<file path="config.mk">
export PLATFORM = sky130hd
export DESIGN_NAME = bcd_down_counter
export DESIGN_NICKNAME = d
export VERILOG_FILES = /design/src/rtl/bcd_pkg.sv /design/src/rtl/bcd_down_digit.sv /design/src/rtl/bcd_down_counter.sv
export SDC_FILE = /design/constraint.sdc
export NUM_CORES = 1
export LEC_CHECK = 0
export CORE_ASPECT_RATIO = 0.75
export CORE_MARGIN = 2
export CORE_UTILIZATION = 43
export CTS_CLUSTER_SIZE = 24
export DETAILED_ROUTE_END_ITERATION = 8
export HOLD_SLACK_MARGIN = 0.06
export PLACE_DENSITY = 0.75
export RECOVER_POWER = 25
export SYNTH_ARGS = -nofsm -noshare
export SYNTH_HDL_FRONTEND = slang
export SYNTH_SLANG_ARGS = --single-unit
</file>
<file path="constraint.sdc">
create_clock -name iClk -period 2.7 [get_ports iClk]
set_input_delay 0.405 -clock iClk [delete_from_list [all_inputs] [get_ports iClk]]
set_output_delay 0.405 -clock iClk [all_outputs]
set_load 0.05 [all_outputs]
</file>
<file path="src/rtl/bcd_pkg.sv">
// Shared definitions for the BCD countdown timer slice.
// Contents:
//   BCD_W      - bits per BCD digit
//   BCD_MAX    - largest legal BCD digit value (9)
//   state_e    - timer FSM states (ST_IDLE, ST_RUN, ST_DONE)
//   clamp_bcd  - forces a nibble into the legal BCD range 0..9
package bcd_pkg;

  localparam int BCD_W = 4;
  localparam logic [BCD_W-1:0] BCD_MAX = 4'd9;

  typedef enum logic [1:0] {
    ST_IDLE = 2'd0,
    ST_RUN  = 2'd1,
    ST_DONE = 2'd2
  } state_e;

  // Nibbles A..F cannot be shown on a BCD display; saturate them to 9.
  function automatic logic [BCD_W-1:0] clamp_bcd(input logic [BCD_W-1:0] nibble);
    return (nibble > BCD_MAX) ? BCD_MAX : nibble;
  endfunction

endpackage

</file>
<file path="src/rtl/bcd_down_digit.sv">
// One BCD digit of the countdown chain.
// Ports:
//   clk        in   system clock (posedge)
//   rst_n      in   asynchronous active-low reset, clears the digit to 0
//   dec_en     in   chain-wide decrement request for this cycle
//   borrow_in  in   borrow from the next less significant digit (1 for digit 0)
//   load       in   load load_val (overrides any decrement)
//   load_val   in   value to load, already in BCD range
//   digit      out  registered digit value
//   borrow_out out  this digit wraps 0->9 this cycle, so the next digit must decrement
module bcd_down_digit
  import bcd_pkg::*;
(
  input  logic             clk,
  input  logic             rst_n,
  input  logic             dec_en,
  input  logic             borrow_in,
  input  logic             load,
  input  logic [BCD_W-1:0] load_val,
  output logic [BCD_W-1:0] digit,
  output logic             borrow_out
);

  logic [BCD_W-1:0] digit_q;
  logic [BCD_W-1:0] digit_d;
  logic             step;

  // The digit only moves when the whole chain decrements and every lower digit borrowed.
  assign step       = dec_en & borrow_in;
  assign borrow_out = step & (digit_q == '0);

  always_comb begin
    digit_d = digit_q;
    if (load) begin
      digit_d = load_val;
    end else if (step) begin
      digit_d = (digit_q == '0) ? BCD_MAX : digit_q - 1'b1;
    end
  end

  always_ff @(posedge clk or negedge rst_n) begin
    if (!rst_n) begin
      digit_q <= '0;
    end else begin
      digit_q <= digit_d;
    end
  end

  assign digit = digit_q;

endmodule

</file>
<file path="src/rtl/bcd_down_counter.sv">
// Multi-digit BCD countdown timer. Loaded with a preset, it counts down one
// unit per prescaled tick and stops at zero with a one-cycle done pulse.
// Optional feature macro: BCD_DOWN_AUTORELOAD_EN - when defined, reaching zero
// pulses oDone but keeps running, and the following tick reloads the preset
// (periodic timer with period preset+1 ticks).
// Parameters:
//   DIGITS    number of BCD digits, digit 0 least significant
//   PRESCALE  iClk cycles per count tick (>= 1)
// Ports:
//   iClk      in   system clock (posedge)
//   iRst_n    in   asynchronous active-low reset
//   iLoad     in   load preset, highest priority, returns to IDLE
//   iLoadVal  in   preset, nibble k = digit k, nibbles above 9 clamp to 9
//   iStart    in   start / resume counting
//   iStop     in   pause counting, value held
//   oDigits   out  registered BCD value
//   oBusy     out  1 while running
//   oZero     out  1 when all digits are 0
//   oDone     out  one-cycle pulse on the tick that reaches 0
module bcd_down_counter
  import bcd_pkg::*;
#(
  parameter int DIGITS   = 3,
  parameter int PRESCALE = 1
) (
  input  logic                  iClk,
  input  logic                  iRst_n,
  input  logic                  iLoad,
  input  logic [4*DIGITS-1:0]   iLoadVal,
  input  logic                  iStart,
  input  logic                  iStop,
  output logic [4*DIGITS-1:0]   oDigits,
  output logic                  oBusy,
  output logic                  oZero,
  output logic                  oDone
);

  localparam int VW = BCD_W * DIGITS;
  localparam int PW = $clog2(PRESCALE) + 1;
  localparam logic [PW-1:0] PRESC_LAST = PW'(PRESCALE - 1);

  state_e          state_q, state_d;
  logic [PW-1:0]   presc_q, presc_d;
  logic [VW-1:0]   reload_q, reload_d;
  logic            done_q, done_d;

  logic [VW-1:0]   load_clamped;
  logic [VW-1:0]   load_val;
  logic            load_en;
  logic            dec_en;
  logic            value_one;
  logic [DIGITS:0] borrow;

  always_comb begin
    load_clamped = '0;
    for (int k = 0; k < DIGITS; k++) begin
      load_clamped[k*BCD_W +: BCD_W] = clamp_bcd(iLoadVal[k*BCD_W +: BCD_W]);
    end
  end

  // Digit 0 always takes part in a decrement; higher digits ripple the borrow
  // within the same cycle.
  assign borrow[0] = 1'b1;

  for (genvar g = 0; g < DIGITS; g++) begin : g_digit
    bcd_down_digit u_digit (
      .clk        (iClk),
      .rst_n      (iRst_n),
      .dec_en     (dec_en),
      .borrow_in  (borrow[g]),
      .load       (load_en),
      .load_val   (load_val[g*BCD_W +: BCD_W]),
      .digit      (oDigits[g*BCD_W +: BCD_W]),
      .borrow_out (borrow[g+1])
    );
  end

  // A borrow out of the top digit would mean decrementing 000, which the FSM never requests.
  always_comb begin
    assert (!borrow[DIGITS]);
  end

  assign oZero     = (oDigits == '0);
  // The decrement that lands on zero is the one applied while the value is exactly 1.
  assign value_one = (oDigits == VW'(1));

  always_comb begin
    state_d  = state_q;
    presc_d  = presc_q;
    reload_d = reload_q;
    done_d   = 1'b0;
    dec_en   = 1'b0;
    load_en  = 1'b0;
    load_val = load_clamped;

    if (iLoad) begin
      load_en  = 1'b1;
      reload_d = load_clamped;
      presc_d  = '0;
      state_d  = ST_IDLE;
    end else begin
      case (state_q)
        ST_IDLE: begin
          if (iStart && !iStop) begin
            presc_d = '0;
            if (oZero) begin
              state_d = ST_DONE;
              done_d  = 1'b1;
            end else begin
              state_d = ST_RUN;
            end
          end
        end

        ST_RUN: begin
          if (iStop) begin
            state_d = ST_IDLE;
            presc_d = '0;
          end else if (presc_q == PRESC_LAST) begin
            presc_d = '0;
            if (oZero) begin
`ifdef BCD_DOWN_AUTORELOAD_EN
              // Tick after the zero pulse restarts the period from the preset.
              if (reload_q != '0) begin
                load_en  = 1'b1;
                load_val = reload_q;
              end else begin
                state_d = ST_DONE;
              end
`else
              state_d = ST_DONE;
`endif
            end else begin
              dec_en = 1'b1;
              if (value_one) begin
                done_d = 1'b1;
`ifdef BCD_DOWN_AUTORELOAD_EN
                state_d = ST_RUN;
`else
                state_d = ST_DONE;
`endif
              end
            end
          end else begin
            presc_d = presc_q + 1'b1;
          end
        end

        default: begin
        end
      endcase
    end
  end

  always_ff @(posedge iClk or negedge iRst_n) begin
    if (!iRst_n) begin
      state_q  <= ST_IDLE;
      presc_q  <= '0;
      reload_q <= '0;
      done_q   <= 1'b0;
    end else begin
      state_q  <= state_d;
      presc_q  <= presc_d;
      reload_q <= reload_d;
      done_q   <= done_d;
    end
  end

  assign oBusy = (state_q == ST_RUN);
  assign oDone = done_q;

endmodule

</file>
# ---- After elaboration in Yosys (flattened, before gate mapping)
# Cells that the tools add are included.
# Widths: inputs -> output; s select.
dict set report totals {
  reg_bits 16
  latchBits 0
  ramBits 0
  romBits 0
  in_bits 17
  output_inout_bits 15
  elab_cells 74
  memories 0
}
dict set report classes {
  add_sub_neg 4
  mul 0
  n_div 0
  n_lt_le_gt_ge 3
  n_eq_ne 5
  shifts 0
  muxes 39
  n_bitwise 4
  n_reduce_logical 13
}
# cell count
set ops {}
lappend ops {{$mux 4} 12}
lappend ops {{$mux 1} 17}
lappend ops {{$mux 2} 7}
lappend ops {{$eq 12x1->1 const B} 1}
lappend ops {{$gt 4x4->1 const B} 3}
lappend ops {{$logic_not 12->1} 1}
lappend ops {{$logic_not 4->1} 3}
lappend ops {{$sub 4x1->4 const B} 3}
lappend ops {{$reduce_bool 2->1} 3}
lappend ops {{$ne 5x3->1 const B} 1}
lappend ops {{$and 1x1->1} 4}
lappend ops {{$ne 4x4->1 const B} 1}
lappend ops {{$pmux 1 s2} 2}
lappend ops {{$pmux 2 s2} 1}
lappend ops {{$reduce_and 4->1} 1}
lappend ops {{$ne 3x3->1 const B} 1}
lappend ops {{$reduce_bool 3->1} 1}
lappend ops {{$eq 2x1->1 const B} 1}
lappend ops {{$logic_not 2->1} 1}
lappend ops {{$reduce_and 2->1} 1}
lappend ops {{$add 1x1->1 const B} 1}
lappend ops {{$logic_and 1x1->1} 1}
lappend ops {{$logic_not 1->1} 1}

# ---- Depth between registers and ports, before layout
dict set report logic_depth {
  ltp_word 12
  mapped_depth 5
  mapped_depth_nobuf 4
}

# ---- By module
# A second synthesis with hierarchy kept.
dict set report unflattened {
  hier_cells 110
  hier_area_um2 1032.2
}
# mod instances cells_per_inst area_each_um2
set by_module_without_submodules {}
lappend by_module_without_submodules {bcd_down_digit 3 23 234.0}
lappend by_module_without_submodules {bcd_down_counter 1 41 330.3}

# ---- Least setup slack after synthesis
# No wires, ideal clock.
dict set report synth_timing {
  path_kind {register to output}
  startpoint {register g_digit[2].u_digit.digit_q[0]}
  endpoint {output port oZero}
  arrival_ns 2.014
  setup_slack_ns 0.281
  stages_incl_launch_ff 4
  path_cell_list {dfrtp_1 > nor4_1 > nand3_1 > nor2_1}
}
dict set report synth_via {
  elab_chain_cells 1
}
# element line
set synth_rtl {}
lappend synth_rtl {{from (decl)} bcd_down_digit.sv:24} ;# logic [BCD_W-1:0] digit_q;
lappend synth_rtl {{from (signal assigned)} bcd_down_digit.sv:45} ;# digit_q <= digit_d;
lappend synth_rtl {{$logic_not 12->1} bcd_down_counter.sv:83} ;# assign oZero = (oDigits == '0);
lappend synth_rtl {{to (decl)} bcd_down_counter.sv:34} ;# output logic oZero,
# No other way between the ends.

# ---- Worst setup path after layout
dict set report layout_timing {
  startpoint {register g_digit[1].u_digit.digit_q[1]}
  endpoint {output port oZero}
}
dict set report layout_via {
  elab_chain_cells 1
}
# element line
set layout_rtl {}
lappend layout_rtl {{from (decl)} bcd_down_digit.sv:24}
lappend layout_rtl {{from (signal assigned)} bcd_down_digit.sv:45}
lappend layout_rtl {{$logic_not 12->1} bcd_down_counter.sv:83}
# No other way between the ends.

==> impl_metrics.csv <==
group,metric,value,unit
status,status,"complete, no violations",
flow_run,maxCapViolCount,0,
finish,stdcell_count,159,
sta,finalSetupViolCount,0,
placed_design,globalplace.congestion,0.826,
worst_hold_path,min-delay-start,"state_q[1]",
floorplan,start_util,44.6,%
routing,routedWlPerCell,14.6,µm
worst_hold_path,hp-class,"register to register",
grt,grt_pass1_wl,3880,µm
sta,period_needed,2.22,ns
clocking,cts-buffers-inserted,3,
sta,slew_violations,0,
clocking,cts_sinks,15,
clocking,postCtsHoldBufs,0,
placed_design,post-place-cells,155,
clocking,clockRootBuffer,"clkbuf_4",
logic_synthesis,yosysUniqueCellTypes,34,
pwr,seqPwrFrac,46.0,%
pwr,pwr-share-comb,32.1,%
floorplan,num_rows,14,
finish,seq_area,375,µm²
finish,final_cell_mix,"clkdlybuf4s50_1 (29), dfrtp_1 (15), nor2_1 (12)",
setup_path,worstPathRequired,2.30,ns
sta,rsz0062_at_grt,"no",
routing,drt_wl_total,2320,µm
finish,multi_input_area,468,µm²
clocking,cts-htree-levels,1,
finish,antenna_cells,0,
routing,drc,0,
routing,vias_per_cell,5.76,
logic_synthesis,syn-num-nets,118,
grt,grt_max_degree,16,
floorplan,io_pins,32,
finish,finalInstanceArea,0.00124,mm²
floorplan,die-area,0.00241,mm²
setup_path,arrival,1.82,ns
sta,fin_crit_sh,82.3,%
floorplan,coreArea,0.00196,mm²
logic_synthesis,yosys_warnings,0,
clocking,clk_path_buf_depth,2,
sta,setup-tns-final,0,ns
floorplan,dieHeight,43.1,µm
floorplan,die_x,56.1,µm
finish,drive_above_1_share,5.93,%
finish,area_delta_synth_final,41.9,%
setup_path,reg2regPathDepth,4,
sta,fmax,450,MHz
setup_path,worst_setup_path_start_kind,"register",
logic_synthesis,syn_avg_cell_area,8.66,µm²
pwr,internal_power,0.375,mW
logic_synthesis,ys_seq_area_share,42.9,%
setup_path,cp_max_fo,7,
pwr,p_leak,0.483,nW
grt,antenna_found_initial,0,
finish,final_common_cell,"clkdlybuf4s50_1",
sta,worst_slew_margin_rel,53.5,%
worst_hold_path,min_path_cells,1,
clocking,clk-insertion-delay-late,0.28,ns
setup_path,r2r-end,"g_digit[0].u_digit.digit[2]",
grt,grt_overflow,0,
logic_synthesis,synth-seq-cells,15,
logic_synthesis,syn_inst,101,
pwr,p_switching,0.211,mW
pwr,finalPower,0.585,mW
worst_hold_path,whs_endpoint,"oDone",
clocking,cts_resized,0,
pwr,pwr-share-clk,21.9,%
pwr,switching_share,36.0,%
finish,fillers,181,
pwr,powerDensity,472,mW/mm²
clocking,postCtsSetupRepairBufs,0,
setup_path,reg2reg_slack,0.58,ns
sta,hold_viol,0,
placed_design,dp_hpwl,1770,µm
routing,via_count,916,
placed_design,io_buffers,31,
routing,drt_iter0_drc,15,
routing,ant_nets,0,
sta,fin_worst_skew,0.00661,ns
setup_path,end_kind,"output port",
clocking,cts_tree,"built",
placed_design,placed_area,0.00121,mm²
setup_path,worstSetupPathType,"register to output port",
clocking,clk_pin_slew_worst_paths,0.09,ns
grt,first_global_vias,826,
logic_synthesis,synthesis.area,875,µm²
finish,nNetsFinal,153,
sta,tightest_slew,0.696,ns
grt,track_usage,21.1,%
routing,drt_pass1_iterations,4,
pwr,ir_drop,299,µV
setup_path,r2r_start,"g_digit[0].u_digit.digit[0]",
flip-flops by register name, summed over array words and instances, names as in the netlist:
register               cells
g_digit.u_digit.digit     12
oDone                      1
state_q                    2
critical path, stage by stage, from the launching register on:
cell and delay (ns):
dfrtp_1 0.45, nor4_1 0.45, nand3_1 0.24, nor2_1 0.17, buf_4 0.22
worst max-delay path by stage:
stage / from / end / slack [ns] / cells past startpoint
final: g_digit[1].u_digit.digit[1] / oZero / 0.48 / 4
after global routing: g_digit[1].u_digit.digit[1] / oZero / 0.24 / 4
after CTS: g_digit[1].u_digit.digit[1] / oZero / 0.46 / 4
after detailed placement: iStop / g_digit[0].u_digit.digit[2] / 0.23 / 5
after global placement: iStop / g_digit[0].u_digit.digit[2] / 0.28 / 5
after floorplan: g_digit[2].u_digit.digit[0] / oZero / 0.28 / 3
through the flow:
step / utilization [%] / hold slack [ns] / worst slack, ns
6_report: 63.3 / 0.563 / 0.478
5_1_grt: 63.3 / 0.584 / 0.245
4_1_cts: 63.3 / 0.552 / 0.463
3_5_place_dp: 61.9 / 0.535 / 0.229
3_3_place_gp: 61.9 / 0.533 / 0.280
2_1_floorplan: - / 0.109 / 0.281
metal layers:
layer	global-route usage, %	wire (µm)	up-vias
met4	5.24	18	0
met1	29.2	1110	429
met5	0	0	-
met3	6.40	135	4
met2	32.5	1060	30
li1	-	-	453
synthesized netlist by cell type, drive strengths merged:
cell type	number	area share, %
dfrtp	15	43
nor2	12	5.1
o21ai	10	5.7
a21oi	8	4.6
inv	5	2.1
nor4	5	3.6
a31oi	4	2.9
nor3	4	2.3
nand2	3	1.3
or3	3	2.1
a32oi	2	2.0
and3	2	1.4
clkbuf	2	0.86
mux2i	2	2.3
nand2b	2	1.4
nand3	2	1.1
nor3b	2	1.7
o31ai	2	1.7
or4	2	2.1
or4b	2	2.3
a211oi	1	0.86
a21o	1	0.86
a22oi	1	0.86
buf	1	0.57
nand3b	1	0.86
nand4	1	0.72
nor2b	1	0.72
o21a	1	0.86
o21bai	1	0.86
o311ai	1	1.0
o32a	1	1.1
xnor2	1	1.0
power groups by stage:
stage | logic, mW | registers (mW) | clock network, mW
floorplan | 0.0505 | 0.326 | 0
global placement | 0.185 | 0.272 | 0
finish | 0.188 | 0.269 | 0.128
global route | 0.200 | 0.274 | 0.138
detailed placement | 0.188 | 0.273 | 0
CTS | 0.189 | 0.268 | 0.132
cells by family after synthesis:
family	share of synthesized area (%)
compound gates	23.3
xor+xnor	1.00
buf+inv	3.58
flops	42.9
mux	2.29
simple gates	26.9
area by class of cell:
type / instances / share of cell area (%)
inverters: 5 / 1.51
clock buffers: 4 / 2.12
multi-input cells: 78 / 37.7
repair buffers: 33 / 26.0
flip-flops and latches: 15 / 30.2
well taps: 24 / 2.42
(Power assumes the default switching activity.)
